**config.mk**
```make
export PLATFORM = sky130hd
export DESIGN_NAME = pkg_framer
export DESIGN_NICKNAME = d
export VERILOG_FILES = /design/src/rtl/pkg_framer.sv
export SDC_FILE = /design/constraint.sdc
export NUM_CORES = 1
export LEC_CHECK = 0
export CAP_MARGIN = 10
export CORE_ASPECT_RATIO = 1.1
export CORE_MARGIN = 1.5
export CORE_UTILIZATION = 30
export CTS_CLUSTER_DIAMETER = 60
export DETAILED_ROUTE_END_ITERATION = 6
export GPL_TIMING_DRIVEN = 0
export PLACE_DENSITY_LB_ADDON = 0.1
export SLEW_MARGIN = 20
export SYNTH_ARGS = -nofsm -noshare
export SYNTH_HDL_FRONTEND = slang
export SYNTH_SLANG_ARGS = --single-unit
```
**constraint.sdc**
```tcl
create_clock -name clk_sys -period 7.4 [get_ports clk_sys]
set_input_delay 1.48 -clock clk_sys [delete_from_list [all_inputs] [get_ports clk_sys]]
set_output_delay 1.48 -clock clk_sys [all_outputs]
set_load 0.01 [all_outputs]
```
**src/rtl/pkg_framer.sv**
```systemverilog
`default_nettype none
// ============================================================================
//  Module      : pkg_framer
//  Description : Packet framer between the acquisition data path and the UART
//                transmit PHY. Payload words are queued in an internal FIFO;
//                once PKT_LEN words are queued a frame is sent to the PHY one
//                word at a time: HEAD, PKT_LEN, payload[0..PKT_LEN-1] and,
//                when enabled, a 16-bit modulo-2^16 payload checksum.
//  Build macro : PKG_CHKSUM_EN - when defined, a checksum word closes each
//                frame; when undefined the checksum adder and the SUM state
//                are not built.
//  Ports       :
//    clk_sys   in   system clock (the only clock)
//    rst_n     in   asynchronous active-low reset
//    pkg_d     in   16-bit payload word
//    pkg_vld   in   one-cycle write strobe for pkg_d
//    pkg_done  out  one-cycle pulse when a frame has left the PHY
//    tx_data   out  registered word to the PHY, stable until tx_done
//    tx_vld    out  one-cycle pulse starting transmission of tx_data
//    tx_done   in   one-cycle pulse from the PHY, current word sent
//    ovf       out  sticky: a word was dropped because the FIFO was full
//    fifo_cnt  out  current FIFO occupancy
//  Revision    : 1.0 - initial release
// ============================================================================
module pkg_framer #(
    parameter int          PKT_LEN = 16,
    parameter int          DEPTH   = 64,
    parameter logic [15:0] HEAD    = 16'hEB90
) (
    input  logic                     clk_sys,
    input  logic                     rst_n,
    input  logic [15:0]              pkg_d,
    input  logic                     pkg_vld,
    output logic                     pkg_done,
    output logic [15:0]              tx_data,
    output logic                     tx_vld,
    input  logic                     tx_done,
    output logic                     ovf,
    output logic [$clog2(DEPTH):0]   fifo_cnt
);

    localparam int c_aw = $clog2(DEPTH);
    localparam int c_cw = c_aw + 1;

    localparam logic [c_cw-1:0] c_depth    = c_cw'(DEPTH);
    localparam logic [c_cw-1:0] c_pkt_len  = c_cw'(PKT_LEN);
    localparam logic [c_cw-1:0] c_last_idx = c_cw'(PKT_LEN - 1);
    localparam logic [15:0]     c_len_word = 16'(PKT_LEN);

    // ------------------------------------------------------------------
    // FIFO storage and bookkeeping
    // ------------------------------------------------------------------
    logic [15:0]     r_mem [DEPTH];
    logic [c_aw-1:0] r_wr_ptr;
    logic [c_aw-1:0] r_rd_ptr;
    logic [c_cw-1:0] r_cnt;
    logic            r_ovf;

    logic            w_full;
    logic            w_push;
    logic            w_pop;
    logic            w_drop;
    logic [15:0]     w_fifo_head;

    assign w_full      = (r_cnt == c_depth);
    // A pop in the same cycle frees the slot the write lands in, so a
    // write while full is only refused when nothing leaves.
    assign w_push      = pkg_vld && (!w_full || w_pop);
    assign w_drop      = pkg_vld && w_full && !w_pop;
    assign w_fifo_head = r_mem[r_rd_ptr];

    // Storage needs no reset: occupancy and pointers define validity.
    always_ff @(posedge clk_sys) begin
        if (w_push) begin
            r_mem[r_wr_ptr] <= pkg_d;
        end
    end

    always_ff @(posedge clk_sys or negedge rst_n) begin
        if (!rst_n) begin
            r_wr_ptr <= '0;
            r_rd_ptr <= '0;
            r_cnt    <= '0;
            r_ovf    <= 1'b0;
        end else begin
            if (w_push) begin
                r_wr_ptr <= r_wr_ptr + 1'b1;
            end
            if (w_pop) begin
                r_rd_ptr <= r_rd_ptr + 1'b1;
            end
            case ({w_push, w_pop})
                2'b10:   r_cnt <= r_cnt + 1'b1;
                2'b01:   r_cnt <= r_cnt - 1'b1;
                default: r_cnt <= r_cnt;
            endcase
            if (w_drop) begin
                r_ovf <= 1'b1;
            end
        end
    end

    // ------------------------------------------------------------------
    // Frame sequencer
    // ------------------------------------------------------------------
    typedef enum logic [2:0] {
        S_IDLE = 3'd0,
        S_HEAD = 3'd1,
        S_LEN  = 3'd2,
        S_DATA = 3'd3,
        S_SUM  = 3'd4,
        S_FIN  = 3'd5
    } state_t;

    state_t          r_state;
    state_t          w_state_nxt;
    logic [15:0]     r_tx_data;
    logic [15:0]     w_tx_data_nxt;
    logic            r_tx_vld;
    logic            w_tx_vld_nxt;
    logic            r_pkg_done;
    logic            w_pkg_done_nxt;
    logic [c_cw-1:0] r_word_cnt;
    logic [c_cw-1:0] w_word_cnt_nxt;
`ifdef PKG_CHKSUM_EN
    logic [15:0]     r_sum;
    logic [15:0]     w_sum_nxt;
`endif

    always_ff @(posedge clk_sys or negedge rst_n) begin
        if (!rst_n) begin
            r_state    <= S_IDLE;
            r_tx_data  <= '0;
            r_tx_vld   <= 1'b0;
            r_pkg_done <= 1'b0;
            r_word_cnt <= '0;
`ifdef PKG_CHKSUM_EN
            r_sum      <= '0;
`endif
        end else begin
            r_state    <= w_state_nxt;
            r_tx_data  <= w_tx_data_nxt;
            r_tx_vld   <= w_tx_vld_nxt;
            r_pkg_done <= w_pkg_done_nxt;
            r_word_cnt <= w_word_cnt_nxt;
`ifdef PKG_CHKSUM_EN
            r_sum      <= w_sum_nxt;
`endif
        end
    end

    // Every word is launched from a state that only advances on tx_done,
    // so tx_vld can never overlap a word that is still in flight.
    always_comb begin
        w_state_nxt    = r_state;
        w_tx_data_nxt  = r_tx_data;
        w_tx_vld_nxt   = 1'b0;
        w_pkg_done_nxt = 1'b0;
        w_word_cnt_nxt = r_word_cnt;
        w_pop          = 1'b0;
`ifdef PKG_CHKSUM_EN
        w_sum_nxt      = r_sum;
`endif
        case (r_state)
            S_IDLE: begin
                if (r_cnt >= c_pkt_len) begin
                    w_tx_data_nxt = HEAD;
                    w_tx_vld_nxt  = 1'b1;
                    w_state_nxt   = S_HEAD;
                end
            end
            S_HEAD: begin
                if (tx_done) begin
                    w_tx_data_nxt = c_len_word;
                    w_tx_vld_nxt  = 1'b1;
                    w_state_nxt   = S_LEN;
                end
            end
            S_LEN: begin
                if (tx_done) begin
                    w_tx_data_nxt  = w_fifo_head;
                    w_tx_vld_nxt   = 1'b1;
                    w_pop          = 1'b1;
                    w_word_cnt_nxt = '0;
`ifdef PKG_CHKSUM_EN
                    w_sum_nxt      = r_sum + w_fifo_head;
`endif
                    w_state_nxt    = S_DATA;
                end
            end
            S_DATA: begin
                if (tx_done) begin
                    // r_word_cnt indexes the payload word just sent
                    if (r_word_cnt < c_last_idx) begin
                        w_tx_data_nxt  = w_fifo_head;
                        w_tx_vld_nxt   = 1'b1;
                        w_pop          = 1'b1;
                        w_word_cnt_nxt = r_word_cnt + 1'b1;
`ifdef PKG_CHKSUM_EN
                        w_sum_nxt      = r_sum + w_fifo_head;
`endif
                    end else begin
`ifdef PKG_CHKSUM_EN
                        w_tx_data_nxt = r_sum;
                        w_tx_vld_nxt  = 1'b1;
                        w_state_nxt   = S_SUM;
`else
                        w_state_nxt   = S_FIN;
`endif
                    end
                end
            end
            S_SUM: begin
                if (tx_done) begin
                    w_state_nxt = S_FIN;
                end
            end
            S_FIN: begin
                w_pkg_done_nxt = 1'b1;
`ifdef PKG_CHKSUM_EN
                w_sum_nxt      = '0;
`endif
                w_state_nxt    = S_IDLE;
            end
            default: begin
                w_state_nxt = S_IDLE;
            end
        endcase
    end

    assign tx_data  = r_tx_data;
    assign tx_vld   = r_tx_vld;
    assign pkg_done = r_pkg_done;
    assign ovf      = r_ovf;
    assign fifo_cnt = r_cnt;

endmodule
`default_nettype wire

```
**Word level (Yosys, flattened, before mapping)**

Memory sizes are Yosys's and may differ from the RTL's.
Index checks and enable logic that the tools add are counted.

- Bits in registers: 48
- RAM bits: 1024
- Input port bits: 20
- Output and inout bits: 26
- Logic and storage cells: 73
- Memories kept: 1

- $add $sub $neg: 5
- $lt $le $gt $ge: 2
- Equal/unequal tests: 15
- Multiplexer cells: 27
- Reductions and logical operators: 14

Memories:

| name | words | bits a word | read ports | clocked after memory_dff | write ports | line | source |
|---|---|---|---|---|---|---|---|
| r_mem | 64 | 16 | 1 | 0 | 1 | 53 | `logic [15:0] r_mem [DEPTH];` |

Operator list:

| kind | count |
|---|---|
| 2-to-1 mux 16 bit | 5 |
| case mux 16 bit (4 select lines) | 1 |
| case mux 7 bit (2 select lines) | 2 |
| 2-to-1 mux 7 bit | 3 |
| 2-to-1 mux 3 bit | 6 |
| case mux 3 bit (5 select lines) | 1 |
| adder 7 x 1 -> 7 bit, second input constant | 2 |
| != test 2 bit, second input constant | 7 |
| adder 6 x 1 -> 6 bit, second input constant | 2 |
| AND reduction 6 bit | 2 |
| == test 7 bit, second input constant | 1 |
| greater-or-equal comparator 7 x 5 -> 1 bit, second input constant | 1 |
| < comparator 7 x 4 -> 1 bit, second input constant | 1 |
| 2-to-1 mux 1 bit | 7 |
| subtractor 7 x 1 -> 7 bit, second input constant | 1 |
| == test 3 x 2 -> 1 bit, second input constant | 2 |
| == test 3 bit, second input constant | 2 |
| AND reduction 4 bit | 1 |
| nonzero test 2 bit | 2 |
| nonzero test 4 bit | 1 |
| == test 3 x 1 -> 1 bit, second input constant | 1 |
| logical AND 1 bit | 3 |
| logical NOT 3 bit | 1 |
| case mux 1 bit (3 select lines) | 1 |
| 6 further kinds | 7 |

**Longest topological paths before layout**

- Depth in word-level cells: 8
- Mapped depth: 14
- Depth with buffers taken out: 12

**Worst setup path before layout**

OpenSTA, ideal clock, no wires.

- Path type: input to register
- Start point: input tx_done
- End point: register r_cnt[6] (netlist: fifo_cnt[6])
- Library setup time: 0.079 ns
- Arrival time: 3.862 ns
- Data required time: 7.321 ns
- Setup slack: 3.458 ns
- Stages on the path: 13
- Path buffers: 1
- Cell sequence: and4bb_1 a41oi_1 a21boi_0 inv_1 ha_1 clkbuf_1 xor2_1 ha_1 nor3b_1 o21ai_0 o2111ai_1 a31oi_1 xor2_1

- Longest elaborated chain between the ends: 6
- Elaborated cells on any way between the ends: 9
- Classes of those cells: eq/ne (2); mux (4); reduce/logical (3)

RTL lines:

| element | line | source |
|---|---|---|
| start, declared | 37 | `input logic tx_done,` |
| 2-to-1 mux 1 bit (on tied branches) | 192, 180 |  |
| case mux 1 bit (2 select lines) * | 164 | `case (r_state)` |
| logical OR 1 bit | 68 | `assign w_push = pkg_vld && (!w_full \|\| w_pop);` |
| logical AND 1 bit | 68 |  |
| == test 2 x 1 -> 1 bit / == test 2 bit (equally long branches) | 92 | `case ({w_push, w_pop})` |
| case mux 7 bit (2 select lines) / nonzero test 2 bit (equally long branches) | -- |  |
| end signal, assigned | 93 | `2'b10: r_cnt <= r_cnt + 1'b1;` |
| end signal, assigned | 94 | `2'b01: r_cnt <= r_cnt - 1'b1;` |
| end signal, assigned | 95 | `default: r_cnt <= r_cnt;` |
| end, declared | 56 | `logic [c_cw-1:0] r_cnt;` |

Every way passes the cells marked *; elsewhere a longest branch is shown, timed or not.
A chain may end at the register's enable or synchronous reset.

**Final worst setup path**

- Start point: input tx_done
- End point: memory r_mem[17][0] (enable)

- Longest elaborated chain between the ends: 6
- Elaborated cells on any way between the ends: 7
- Classes of those cells: mux (5); reduce/logical (2)

RTL lines:

| element | line | source |
|---|---|---|
| 2-to-1 mux 1 bit (on tied branches) | 192, 180 |  |
| case mux 1 bit (2 select lines) * | 164 |  |
| logical OR 1 bit * | 68 |  |
| logical AND 1 bit * | 68 |  |
| 2-to-1 mux 1 bit * | 74 | `if (w_push) begin` |
| 2-to-1 mux 1 bit (implied by the code) * | 75 | `r_mem[r_wr_ptr] <= pkg_d;` |
| end, declared | 53 |  |

Marks and branches as above.

==> results by stage <==
Status:
- The flow ran to the end, and the final reports show no timing, DRC or antenna violations.

STA:
- Adding up every negative setup slack in the final design gives 0 ps.
- At the pin with the least slew margin, the transition time is 1130 ps.
- The post-route clock period utilization is 0.633.
- The achievable clock frequency is 213 MHz.
- Setup repair after global routing left no endpoint under its margin.
- The final-report setup violation count is 0.
- The final number of max-transition violations was 0.
- The worst clock skew on the final layout is 44.2 ps.
- The minimum period implied by the final worst setup slack is 4690 ps.
- The final count of hold timing violations is 0.
- The relative slew slack is 0.248.
- In the post-route analysis, the smallest setup slack over all paths is 2710 ps.

CTS:
- The number of clock buffers added by TritonCTS is 117.
- After clock tree synthesis, the setup repair step added 0 buffers.
- The number of gates resized after CTS was 0.
- The H-tree was split into 3 levels.
- TritonCTS built the clock tree.
- The number of hold buffers added after cts is 0.
- The clock-pin transition on the worst setup and hold timing paths is 60 ps.
- The cell at the root of the clock tree is clkbuf_16.
- The later pin in the worst-skew pair is clocked with a latency of 750 ps.
- Counting along the longest clock path gives a buffer depth of 3.
- The clock net in this run drives a total of 1072 sinks.

Route:
- Wires add up to 133 mm.
- After detailed routing, the number of remaining DRC violations is 0.
- The first-pass iteration count of the detailed router is 5.
- The detailed router finished its first iteration with 2126 violations.
- After detailed routing, the number of vias per cell comes to 5.13.
- Dividing the detail-routed wire length by the instance count gives 32.2 microns.
- Detailed routing inserted a total of 21100 vias.
- The antenna violation net count after detailed routing is 0.

Logic synthesis:
- The synthesized netlist contains 68 unique library cells.
- The fraction of synthesis flops using an asynchronous set or reset pin is 0.0448.
- The dominant synthesized flop cell is edfxtp_1.
- The gate count after technology mapping is 1998.
- The number of synthesized register bits is 1072.
- The share of synthesized area in the top cell type comes to 0.738.
- Counting every net in the synthesized netlist gives 2024.
- The area of the mapped netlist is 41600 sq um.
- The Yosys step of the flow raised 0 warnings.
- The mean instance size in the synthesized netlist is 20.8 sq um.
- For this run, the register share of the synthesized area comes to 0.767.
- In the post-synthesis netlist, the biggest area contributors are edfxtp_1 (74%), mux4_2 (12%), dfrtp_1 (2.9%).
- The cell type contributing the most total cell area after synthesis is edfxtp_1.
- The number of enable flip-flop cells after synthesis is 1024.

Global routing:
- Entering global routing, the biggest net connects 65 pins.
- The via count of the first global-routing pass is 21900.
- The number of antenna violations at the first check in global routing is 8.
- The overall track demand over capacity in global routing is 0.189.
- The global route total overflow is 0.
- The wire length of the first global-routing pass is 182 mm.

Worst hold path:
- Counting instances, the worst hold path has a depth of 1.
- In this run the most critical hold path is launched from ovf.
- The path with the worst hold slack has its endpoint at ovf.
- The worst hold path belongs to the class flip-flop to flip-flop.

Placed design:
- The post-placement worst setup slack is 1970 ps.
- Once detailed placement completed, the half-perimeter wirelength came to 88.0 mm.
- The weighted congestion at the end of routability-driven global placement is 0.843.
- Port buffering added 45 buffers.

Die:
- After floorplanning, the core was divided into 143 placement rows.
- The floorplan step set the die width to 358 microns.
- The floorplan core area is 138000 sq um.
- The starting utilization of the core area is 0.302.
- The die is 394 microns tall.
- The floorplan die area is 141000 sq um.
- The I/O pin count is 46.

Setup path:
- In this design, the stage delay of the slowest critical-path cell is 850 ps.
- The cell family contributing the most delay on the critical path is simple AND/OR/NAND/NOR gates.
- The count of buffer and inverter cells on the critical path is 2.
- The setup check on the worst reg-to-reg path leaves a slack of 3100 ps.
- The worst register-to-register path has a depth of 7.
- The worst setup path is launched from a primary input.
- The critical-path cell with the highest stage delay is nor2_4.
- The critical path goes through clkdlybuf4s50_1, and4bb_1, a41oi_1, clkbuf_1, a21oi_1, nand2_1, nor2_4.
- The worst setup path is of the primary input to flip-flop kind.
- The required time at the endpoint of the critical path is 7760 ps.
- The arrival time reported for the critical path endpoint is 5050 ps.
- The startpoint of the lowest-slack register-to-register path is r_state[1].
- The capture instance of the worst register-to-register path is r_mem[17][0].
- The most critical setup path has its startpoint at tx_done.
- STA classifies the critical path endpoint as a flip-flop.
- Along the worst path, the maximum fanout reaches 16.

Power and ir drop:
- The largest voltage drop on the vdd net is 0.188 mV.
- Power spread over the standard cell area amounts to 385 nW/um^2.
- For this design the static power due to leakage is 15.6 nW.

Cells and area:
- Once layout is complete, the utilization of the core stands at 0.358.
- The relative area change from synthesis to final layout is 18.4%.
- In the final design database the tool counted 2230 nets.
- The ratio of cells with drive above 1 in the final layout is 0.259.

Flow run:
- The tool flagged a number of max-cap violations equal to 0.
## where the power goes
part | internal, W | switching [W] | leakage, nW
logic | 0.00221 | 0.00380 | 3.91
clock network | 0.00338 | 0.00245 | 1.85
registers | 0.00695 | 0.000210 | 9.80
total | 0.0125 | 0.00646 | 15.6
## synth_stat cells (10+ instances only)
library cell / instances
a211o_1: 23
a21oi_1: 29
a22o_1: 18
a31oi_1: 11
buf_2: 27
buf_4: 14
buf_6: 10
clkbuf_1: 46
dfrtp_1: 48
edfxtp_1: 1024
inv_1: 11
mux2_2: 15
mux2i_1: 116
mux4_2: 217
nand2_1: 63
nand3_1: 12
nor2_1: 90
nor3_1: 14
o21ai_0: 13
o221ai_1: 41
o22ai_1: 18
xnor2_1: 13
## layer usage
layer,vias up,share of wire,track usage
met4,2,0.020,0.0486
met3,127,0.050,0.0269
li1,8784,-,-
met2,605,0.48,0.302
met5,-,0.000060,0
met1,11600,0.45,0.269
## layout by cell type, fill, tap and decap left out, types with 14 or more instances in the layout
cell,instances
a211o_1,23
a21oi_1,29
a22o_1,18
buf_12,17
buf_2,30
buf_4,29
buf_6,24
clkbuf_1,64
clkbuf_16,118
clkdlybuf4s50_1,28
clkinv_1,23
clkinv_2,20
dfrtp_1,48
edfxtp_1,1024
mux2_2,15
mux2i_1,116
mux4_2,217
nand2_1,63
nor2_1,26
nor2_2,15
nor2_4,49
nor3_1,14
o221ai_1,41
o22ai_1,18
## metrics by stage
stage               area (sq um)  total power (W)  hold WS, ps  cells
finish                     49300           0.0190          482   4116
global route               49300           0.0197          492   4113
CTS                        49300           0.0192          476   4113
detailed placement         45500           0.0134          464   3897
global placement           44400           0.0132          463   3855
floorplan                  41600           0.0106          464   1998
## flip-flops by register name, summed over array words and instances (netlist names)
register    cells
r_word_cnt      7
tx_vld          1
tx_data        16
pkg_done        1
r_rd_ptr        6
r_mem        1024
ovf             1
r_state         3
fifo_cnt        7
r_wr_ptr        6
## worst max-delay path by stage
stage	endpoint	slack, ps	depth (start not counted)
2_1_floorplan	fifo_cnt[6]	3460	13
3_3_place_gp	r_mem[8][8]	900	7
3_5_place_dp	r_mem[17][8]	1970	7
4_1_cts	r_mem[49][6]	2750	7
5_1_grt	fifo_cnt[4]	2530	14
6_report	r_mem[17][0]	2710	7
## final cells by class
cell class,count,area [sq um]
fill,12700,88600
sequential,1072,32000
multi-input combinational,803,9450
clock buffer,147,3140
tap,1812,2270
timing repair buffer,87,1190
clock inverter,69,662
buffer,108,606
inverter,15,56.3
antenna,3,7.51
## cell families (layout without fill, tap and decap cells)
| logic type | count (synthesis) | after routing | share of synthesized area |
|---|---|---|---|
| AO/OA/AOI/OAI | 206 | 206 | 0.0374 |
| XOR/XNOR | 20 | 20 | 0.00421 |
| adder cells (fa/ha/maj) | 6 | 6 | 0.00180 |
| buffers and inverters | 123 | 426 | 0.0158 |
| flip-flops | 1072 | 1072 | 0.767 |
| multiplexers | 348 | 348 | 0.149 |
| other | 0 | 3 | 0 |
| AND/OR/NAND/NOR | 223 | 223 | 0.0244 |
Power figures use the tool's default switching activity.
